`config.mk`:
```
export PLATFORM = sky130hd
export DESIGN_NAME = knn_button_ctrl
export DESIGN_NICKNAME = d
export VERILOG_FILES = /design/src/rtl/knn_button_ctrl.sv
export SDC_FILE = /design/constraint.sdc
export NUM_CORES = 1
export LEC_CHECK = 0
export ABC_AREA = 1
export CAP_MARGIN = 0
export CORE_MARGIN = 2
export CORE_UTILIZATION = 51
export CTS_CLUSTER_SIZE = 30
export DETAILED_ROUTE_END_ITERATION = 8
export PLACE_DENSITY = 0.86
export SLEW_MARGIN = 15
export SYNTH_ARGS = -nofsm -noshare
export SYNTH_HDL_FRONTEND = slang
export SYNTH_SLANG_ARGS = --single-unit
```
`constraint.sdc`:
```
create_clock -name clk -period 1.73 [get_ports clk]
set_input_delay 0.346 -clock clk [delete_from_list [all_inputs] [get_ports clk]]
set_output_delay 0.346 -clock clk [all_outputs]
set_load 0.03 [all_outputs]
```
`src/rtl/knn_button_ctrl.sv`:
```
// -----------------------------------------------------------------------------
// knn_button_ctrl
//
// Front-panel command responder for the kNN classifier. Each of the four raw
// push-buttons passes through a 2-flop synchroniser, a counting debouncer and
// a rising-edge detector to produce a single-cycle event. Events load the
// query operands from the switches, toggle K between 3 and 5, or launch an
// inference. The launch FSM issues a one-cycle start and follows the engine's
// running flag until the inference completes.
//
// Ports
//   clk, reset      : rising-edge clock, synchronous active-high reset
//   switches[7:0]   : operand value sampled on load events
//   btn_load_x      : raw button, capture switches into query_x
//   btn_load_y      : raw button, capture switches into query_y
//   btn_start       : raw button, launch an inference
//   btn_toggle_k    : raw button, toggle K between 3 and 5
//   engine_running  : engine busy flag
//   query_x/query_y : captured operands
//   k_is_five       : 0 -> K=3, 1 -> K=5
//   start           : one-cycle engine start pulse
//   busy            : high whenever the FSM is not idle
//   x_valid/y_valid : operand loaded since reset
//   reject          : sticky, a start event was ignored
//   ack_error       : sticky, engine never acknowledged a start
// -----------------------------------------------------------------------------
module knn_button_ctrl #(
  parameter int DEBOUNCE_CYCLES = 4,
  parameter int ACK_TIMEOUT     = 16
) (
  input  logic       clk,
  input  logic       reset,
  input  logic [7:0] switches,
  input  logic       btn_load_x,
  input  logic       btn_load_y,
  input  logic       btn_start,
  input  logic       btn_toggle_k,
  input  logic       engine_running,
  output logic [7:0] query_x,
  output logic [7:0] query_y,
  output logic       k_is_five,
  output logic       start,
  output logic       busy,
  output logic       x_valid,
  output logic       y_valid,
  output logic       reject,
  output logic       ack_error
);

  localparam int NB  = 4;
  localparam int DCW = $clog2(DEBOUNCE_CYCLES + 1);
  localparam int TCW = $clog2(ACK_TIMEOUT + 1);

  // Bit positions of the buttons inside the per-button vectors.
  localparam int B_X     = 0;
  localparam int B_Y     = 1;
  localparam int B_START = 2;
  localparam int B_K     = 3;

  typedef enum logic [1:0] {
    S_IDLE,
    S_LAUNCH,
    S_WAIT_ACK,
    S_RUN
  } state_e;

  logic [NB-1:0] btn_raw;
  assign btn_raw = {btn_toggle_k, btn_start, btn_load_y, btn_load_x};

  // ---------------------------------------------------------------------------
  // Button front end
  // ---------------------------------------------------------------------------
  logic [NB-1:0]  sync1_q, sync1_d;
  logic [NB-1:0]  sync2_q, sync2_d;
  logic [NB-1:0]  deb_q, deb_d;
  logic [NB-1:0]  evt_q, evt_d;
  logic [DCW-1:0] cnt_q [NB];
  logic [DCW-1:0] cnt_d [NB];

  // NOTE: every signal written in an always_comb block gets a default value
  // before any conditional assignment, so no path can leave it unassigned and
  // infer a latch.
  always_comb begin
    sync1_d = btn_raw;
    sync2_d = sync1_q;
    deb_d   = deb_q;
    evt_d   = '0;
    for (int i = 0; i < NB; i++) begin
      cnt_d[i] = '0;
      if (sync2_q[i] != deb_q[i]) begin
        // The counter holds DEBOUNCE_CYCLES once the level has differed that
        // long; the flip happens on the next differing sample, so an accepted
        // press needs DEBOUNCE_CYCLES+1 consecutive samples.
        if (cnt_q[i] == DCW'(DEBOUNCE_CYCLES)) begin
          deb_d[i] = sync2_q[i];
          evt_d[i] = sync2_q[i];  // only the 0->1 flip is an event
        end else begin
          cnt_d[i] = cnt_q[i] + DCW'(1);
        end
      end
    end
  end

  // ---------------------------------------------------------------------------
  // Command FSM and operand registers
  // ---------------------------------------------------------------------------
  state_e         state_q, state_d;
  logic [TCW-1:0] tmo_q, tmo_d;
  logic [7:0]     query_x_q, query_x_d;
  logic [7:0]     query_y_q, query_y_d;
  logic           k_is_five_q, k_is_five_d;
  logic           start_q, start_d;
  logic           busy_q, busy_d;
  logic           x_valid_q, x_valid_d;
  logic           y_valid_q, y_valid_d;
  logic           reject_q, reject_d;
  logic           ack_error_q, ack_error_d;

  always_comb begin
    state_d     = state_q;
    tmo_d       = tmo_q;
    query_x_d   = query_x_q;
    query_y_d   = query_y_q;
    k_is_five_d = k_is_five_q;
    x_valid_d   = x_valid_q;
    y_valid_d   = y_valid_q;
    reject_d    = reject_q;
    ack_error_d = ack_error_q;

    unique case (state_q)
      S_IDLE: begin
        if (evt_q[B_START]) begin
          // Start wins; load/toggle events in the same cycle are dropped.
          if (x_valid_q && y_valid_q) begin
            state_d     = S_LAUNCH;
            reject_d    = 1'b0;
            ack_error_d = 1'b0;
          end else begin
            reject_d = 1'b1;
          end
        end else begin
          // Independent registers, so simultaneous events all apply.
          if (evt_q[B_X]) begin
            query_x_d = switches;
            x_valid_d = 1'b1;
          end
          if (evt_q[B_Y]) begin
            query_y_d = switches;
            y_valid_d = 1'b1;
          end
          if (evt_q[B_K]) begin
            k_is_five_d = ~k_is_five_q;
          end
        end
      end

      S_LAUNCH: begin
        state_d = S_WAIT_ACK;
        tmo_d   = '0;
      end

      S_WAIT_ACK: begin
        if (engine_running) begin
          state_d = S_RUN;
        end else if (tmo_q >= TCW'(ACK_TIMEOUT - 1)) begin
          state_d     = S_IDLE;
          ack_error_d = 1'b1;
        end else if (tmo_q != TCW'(ACK_TIMEOUT)) begin
          tmo_d = tmo_q + TCW'(1);
        end
      end

      S_RUN: begin
        if (!engine_running) begin
          state_d = S_IDLE;
        end
      end

      default: state_d = S_IDLE;
    endcase

    // Operands are frozen outside IDLE; a start there is only flagged.
    if (state_q != S_IDLE && evt_q[B_START]) begin
      reject_d = 1'b1;
    end

    // Outputs are registered from the next state so they line up with it.
    start_d = (state_d == S_LAUNCH);
    busy_d  = (state_d != S_IDLE);
  end

  // NOTE: sequential state is updated with non-blocking assignments only, so
  // every flop samples the values from before the clock edge regardless of
  // statement order.
  always_ff @(posedge clk) begin
    if (reset) begin
      sync1_q     <= '0;
      sync2_q     <= '0;
      deb_q       <= '0;
      evt_q       <= '0;
      cnt_q       <= '{default: '0};
      state_q     <= S_IDLE;
      tmo_q       <= '0;
      query_x_q   <= '0;
      query_y_q   <= '0;
      k_is_five_q <= 1'b0;
      start_q     <= 1'b0;
      busy_q      <= 1'b0;
      x_valid_q   <= 1'b0;
      y_valid_q   <= 1'b0;
      reject_q    <= 1'b0;
      ack_error_q <= 1'b0;
    end else begin
      sync1_q     <= sync1_d;
      sync2_q     <= sync2_d;
      deb_q       <= deb_d;
      evt_q       <= evt_d;
      cnt_q       <= cnt_d;
      state_q     <= state_d;
      tmo_q       <= tmo_d;
      query_x_q   <= query_x_d;
      query_y_q   <= query_y_d;
      k_is_five_q <= k_is_five_d;
      start_q     <= start_d;
      busy_q      <= busy_d;
      x_valid_q   <= x_valid_d;
      y_valid_q   <= y_valid_d;
      reject_q    <= reject_d;
      ack_error_q <= ack_error_d;
    end
  end

  assign query_x   = query_x_q;
  assign query_y   = query_y_q;
  assign k_is_five = k_is_five_q;
  assign start     = start_q;
  assign busy      = busy_q;
  assign x_valid   = x_valid_q;
  assign y_valid   = y_valid_q;
  assign reject    = reject_q;
  assign ack_error = ack_error_q;

endmodule

```
* Word-level counts from Yosys, hierarchy flattened
Index checks and enable logic that the tools add are counted.
Operators by class: $add $sub $neg 5, $lt $le $gt $ge 1, eq/ne operators 19, multiplexer cells 19, bitwise gates (word level) 10, reductions and logical operators 27
Operator list (number):
- OR reduction 3 bit | 8
- 2-to-1 mux 5 bit | 3
- adder 3 x 1 -> 3 bit (second input constant) | 4
- == test 3 bit (second input constant) | 4
- inequality test 2 bit (second input constant) | 6
- nonzero test 2 bit | 6
- 2-to-1 mux 2 bit | 5
- inverter 1 bit | 10
- case mux 5 bit (2 select lines) | 1
- AND reduction 2 bit | 5
- AND reduction 3 bit | 3
- 2-to-1 mux 1 bit | 8
- case mux 2 bit (4 select lines) | 1
- adder 5 x 1 -> 5 bit (second input constant) | 1
- >= comparator 5 x 4 -> 1 bit (second input constant) | 1
- inequality test 5 bit (second input constant) | 1
- AND reduction 5 bit | 1
- == test 2 x 1 -> 1 bit (second input constant) | 2
- == test 2 bit (second input constant) | 2
- inequality test 1 bit | 4
- AND reduction 4 bit | 1
- logical AND 1 bit | 2
- logical NOT 2 bit | 1
- case mux 1 bit (2 select lines) | 1
Storage, ports and cells: register bits 58, word-level logic and storage cells 106

* Longest topological paths before layout
Gate-level depths: netlist (run 1).
word-level depth 5, gate-level depth with buffers 11, mapped depth without buffers 11

* Worst setup path before layout (run 1)
Ideal clock, no wire load.
kind flip-flop to flip-flop, from reg tmo_q[0], to reg tmo_q[0], library setup time 0.113 ns, data arrival time 1.240 ns, data required time 1.617 ns, path slack 0.378 ns, cell stages (with the launch flop) 11, buffers on the path 0, period minus slack after synthesis 1.352 ns, path through dfxtp_1 -> ha_1 -> nand2_1 -> nor2_1 -> ha_1 -> nor2_1 -> nand2_2 -> nand2_2 -> nand2_1 -> nor2_1 -> nor2_1
On the way: word-level cells in the longest chain between the ends 5, elaborated cells between the ends (all ways) 10
RTL lines:
- from (decl) | line 108 | logic [TCW-1:0] tmo_q, tmo_d;
- from (signal assigned) | line 220 | tmo_q <= tmo_d;
- adder 5 x 1 -> 5 bit | line 169 | tmo_d = tmo_q + TCW'(1);
- 2-to-1 mux 5 bit | line 168 | end else if (tmo_q != TCW'(ACK_TIMEOUT)) begin
- 2-to-1 mux 5 bit | line 165 | end else if (tmo_q >= TCW'(ACK_TIMEOUT - 1)) begin
- 2-to-1 mux 5 bit | line 163 | if (engine_running) begin
- case mux 5 bit (2 select lines) | line 130 | unique case (state_q)
Several ways; a longest one is shown, not always the timed one. The select of a mux whose other input is x is not followed. A chain may end at the register's enable or synchronous reset.

* Worst setup path after layout (run 1)
from reg query_y_q[7], in the netlist query_y[7], to out query_y[7]
RTL lines:
- from (decl) | line 110 | logic [7:0] query_y_q, query_y_d;
- from (signal assigned) | line 222 | query_y_q <= query_y_d;
- to (decl) | line 40 | output logic [7:0] query_y,
No word-level cell between the ends.

==> flow_summary_export.csv, run 1 <==
group,metric,value,unit
hold_path,hp-class,"reg2reg",
synth,synth_cells,292,
cts,cts.sinks,58,
sta,drv_slew,0,
synth,synth_simple_gate_area_share,25.1,%
cts,h-tree-depth,3,
synth,synthMuxAreaShare,0,%
floorplan,core_area,4350,sq um
synth,synth_commonest_cells,"78 x nor2_1, 58 x dfxtp_1, 43 x inv_1",
run_status,outcome,"completed",
place,port_buffers,37,
place,place_congestion,0.833,
layout,drive_gt1_share,9.06,%
place,dp_hpwl,2990,microns
route,firstDrtPassIters,4,
route,first_iter_violations,129,
synth,yosysTopAreaCellShare,50.7,%
sta,fin_crit,1.68,ns
route,vias,1872,
synth,synth_fa_ha_area_share,6.01,%
sta,rsz0062_at_grt,"no",
synth,synth_edf_count,0,
cts,clk_path_buf_depth,2,
synth,synth_area_leaders,"dfxtp_1 51%, nor2_1 13%, inv_1 7.0%",
layout,area_growth_syn_to_layout,27.4,%
setup_path,cp-end-kind,"output port",
route,wirelength,4300,microns
setup_path,critPathTopFamily,"buffers and inverters",
synth,synth_xor_xnor_area_share,1.91,%
route,wl_per_cell,10.9,microns
setup_path,cpMaxStageDelayCell,"clkdlybuf4s50_1",
cts,clk_pin_slew,0.06,ns
cts,cts_buffers,9,
cts,cts_hold_repair.buffers,0,
layout,fill_cells,367,
setup_path,worstPathArrival,1.33,ns
cts,cts_tree,"yes",
layout,antennaDiodeCount,0,
layout,layout.nets,363,
sta,max_freq,595,MHz
sta,finalWorstSetupSlack,0.0491,ns
global_routing,antenna_found_initial,0,
sta,fin_skew,0.00777,ns
sta,relSlewSlack,75.2,%
sta,finalCritPeriodShare,97.2,%
synth,synth_cell_types,26,
setup_path,required,1.38,ns
route,drc_errors,0,
synth,synth_area_per_cell,7.85,sq um
power,leakage,1.43,nW
synth,syn_area,2290,sq um
floorplan,die_area,5040,sq um
synth,yosysMostFrequentCell,"nor2_1",
synth,synth_top_family_by_area,"simple AND/OR/NAND/NOR gates",
global_routing,grt_max_degree,27,
global_routing,grt_usage,19.0,%
synth,ys_ff_latch,58,
floorplan,row_count,24,
sta,setup_violations,0,
synth,async_flop_share,0,%
setup_path,startpoint_type,"register",
run,drv_cap,0,
sta,tns,0,ns
cts,clk_latency,0.33,ns
route,final_antenna_net_count,0,
floorplan,die_y,71.0,microns
place,placed_cell_area,2710,sq um
synth,synth_top_area_cell,"dfxtp_1",
floorplan,start_util,52.6,%
global_routing,grt_overflow,0,
synth,syn-num-nets,318,
power,vdd_drop_max,577,uV
sta,hold_ws,0.401,ns
setup_path,cp_slowest_stage_delay,0.68,ns
sta,hold_viol_final,0,
cts,cts_root_buf,"clkbuf_8",
setup_path,critPathKind,"reg2out",
floorplan,ioPinCount,38,
global_routing,grt_pass1_wl,7290,microns
sta,worst_slew_pin_slew,0.368,ns
synth,synth_seq_area_share,50.7,%
layout,regArea,1160,sq um
synth,synth_compound_area_share,6.77,%
setup_path,crit_fanout,2,
synth,yosys_warnings,0,
power,p_per_area,881,nW/um^2
floorplan,fp.dieW,71.0,microns
layout,multi_input_comb_area,911,sq um
setup_path,critPathBufInv,1,
global_routing,grt_pass1_vias,1778,
route,via_per_inst,4.75,
layout,final_core_util,67.0,%
layout,fin_area,2920,sq um
synth,synth-main-ff-cell,"dfxtp_1",
place,place_ws,0.162,ns
setup_path,crit_chain,"clkdlybuf4s50_1",
-- power by group --
group	total (mW)	switching [mW]	leakage, nW	internal [mW]
Clock	1.13	0.497	0.0965	0.633
Sequential	1.35	0.00500	0.469	1.35
Combinational	0.0896	0.0453	0.862	0.0444
-- flip-flops by register name, summed over array words and instances (netlist names), 2 cells and up --
name,cells
sync2_q,4
deb_q,4
query_x,8
state_q,2
sync1_q,4
evt_q,4
query_y,8
tmo_q,5
cnt_q,12
-- cell usage in the layout, fill, tap and decap left out, drive strengths merged --
cell           instances
nor3                   5
nor3b                  1
ha                    11
xnor2                  5
dlymetal6s2s          11
nand3                  5
nor2                  81
a21oi                  5
nand4                  2
o21ai                 26
nand2                 37
inv                   46
clkbuf                14
clkinv                 5
dlygate4sd2            2
or2                    1
buf                    1
clkdlybuf4s50         24
dfxtp                 58
nand3b                 2
-- final timing paths --
kind | startpoint | endpoint | slack [ns] | depth (start not counted)
worst max-delay path | query_y[7]$_SDFFE_PP0P_ | query_y[7] | 0.05 | 1
worst min-delay path | sync1_q[1]$_SDFF_PP0_ | sync2_q[1]$_SDFF_PP0_ | 0.40 | 2
worst max register to register | tmo_q[1]$_SDFFE_PP0P_ | tmo_q[1]$_SDFFE_PP0P_ | 0.22 | 10
worst min register to register | sync1_q[1]$_SDFF_PP0_ | sync2_q[1]$_SDFF_PP0_ | 0.40 | 2
-- timing repair --
item | CTS | global route
endpoints found under the hold margin | 0 | 0
buffers inserted | 0 | 0
endpoints found under the setup margin | 2 | 11
cloned | 0 | 0
resized for setup | 2 | 11
-- metal layers --
metal / part of all wire [%] / global-route usage (%)
met1: 47 / 22.0
met2: 47 / 30.9
met3: 4.6 / 7.69
met4: 1.6 / 8.81
met5: 0 / 0
-- layout make-up --
cell class / instances / area share [%]
flip-flops and latches: 58 / 39.8
multi-input cells: 181 / 31.2
repair buffers: 38 / 13.8
inverters: 49 / 6.69
clock buffers: 14 / 5.92
well taps: 52 / 2.23
clock inverters: 2 / 0.343
-- per-stage QoR --
step	total power, mW	instances
global placement	1.47	378
floorplan	1.43	292
global route	2.68	394
CTS	2.59	394
finish	2.57	394
detailed placement	1.47	378
-- kinds of logic (layout without fill, tap and decap cells) --
family                     after synthesis  in the layout
adders and majority gates               11             11
xor gates and xnor gates                 5              5
buffers and inverters                   53            103
AOI/OAI and AO/OA                       31             31
and+or+nand+nor                        134            134
DFF                                     58             58
No activity file was read; power rests on OpenSTA's default activity.
==> run 2: changes to the inputs <==
--- a/config.mk
+++ b/config.mk
@@ -16,3 +16,4 @@
 export SYNTH_ARGS = -nofsm -noshare
 export SYNTH_HDL_FRONTEND = slang
 export SYNTH_SLANG_ARGS = --single-unit
+export TNS_END_PERCENT = 50
==> results of run 2 <==
No change in the layout: final DEF, timing and power equal those of run 1.
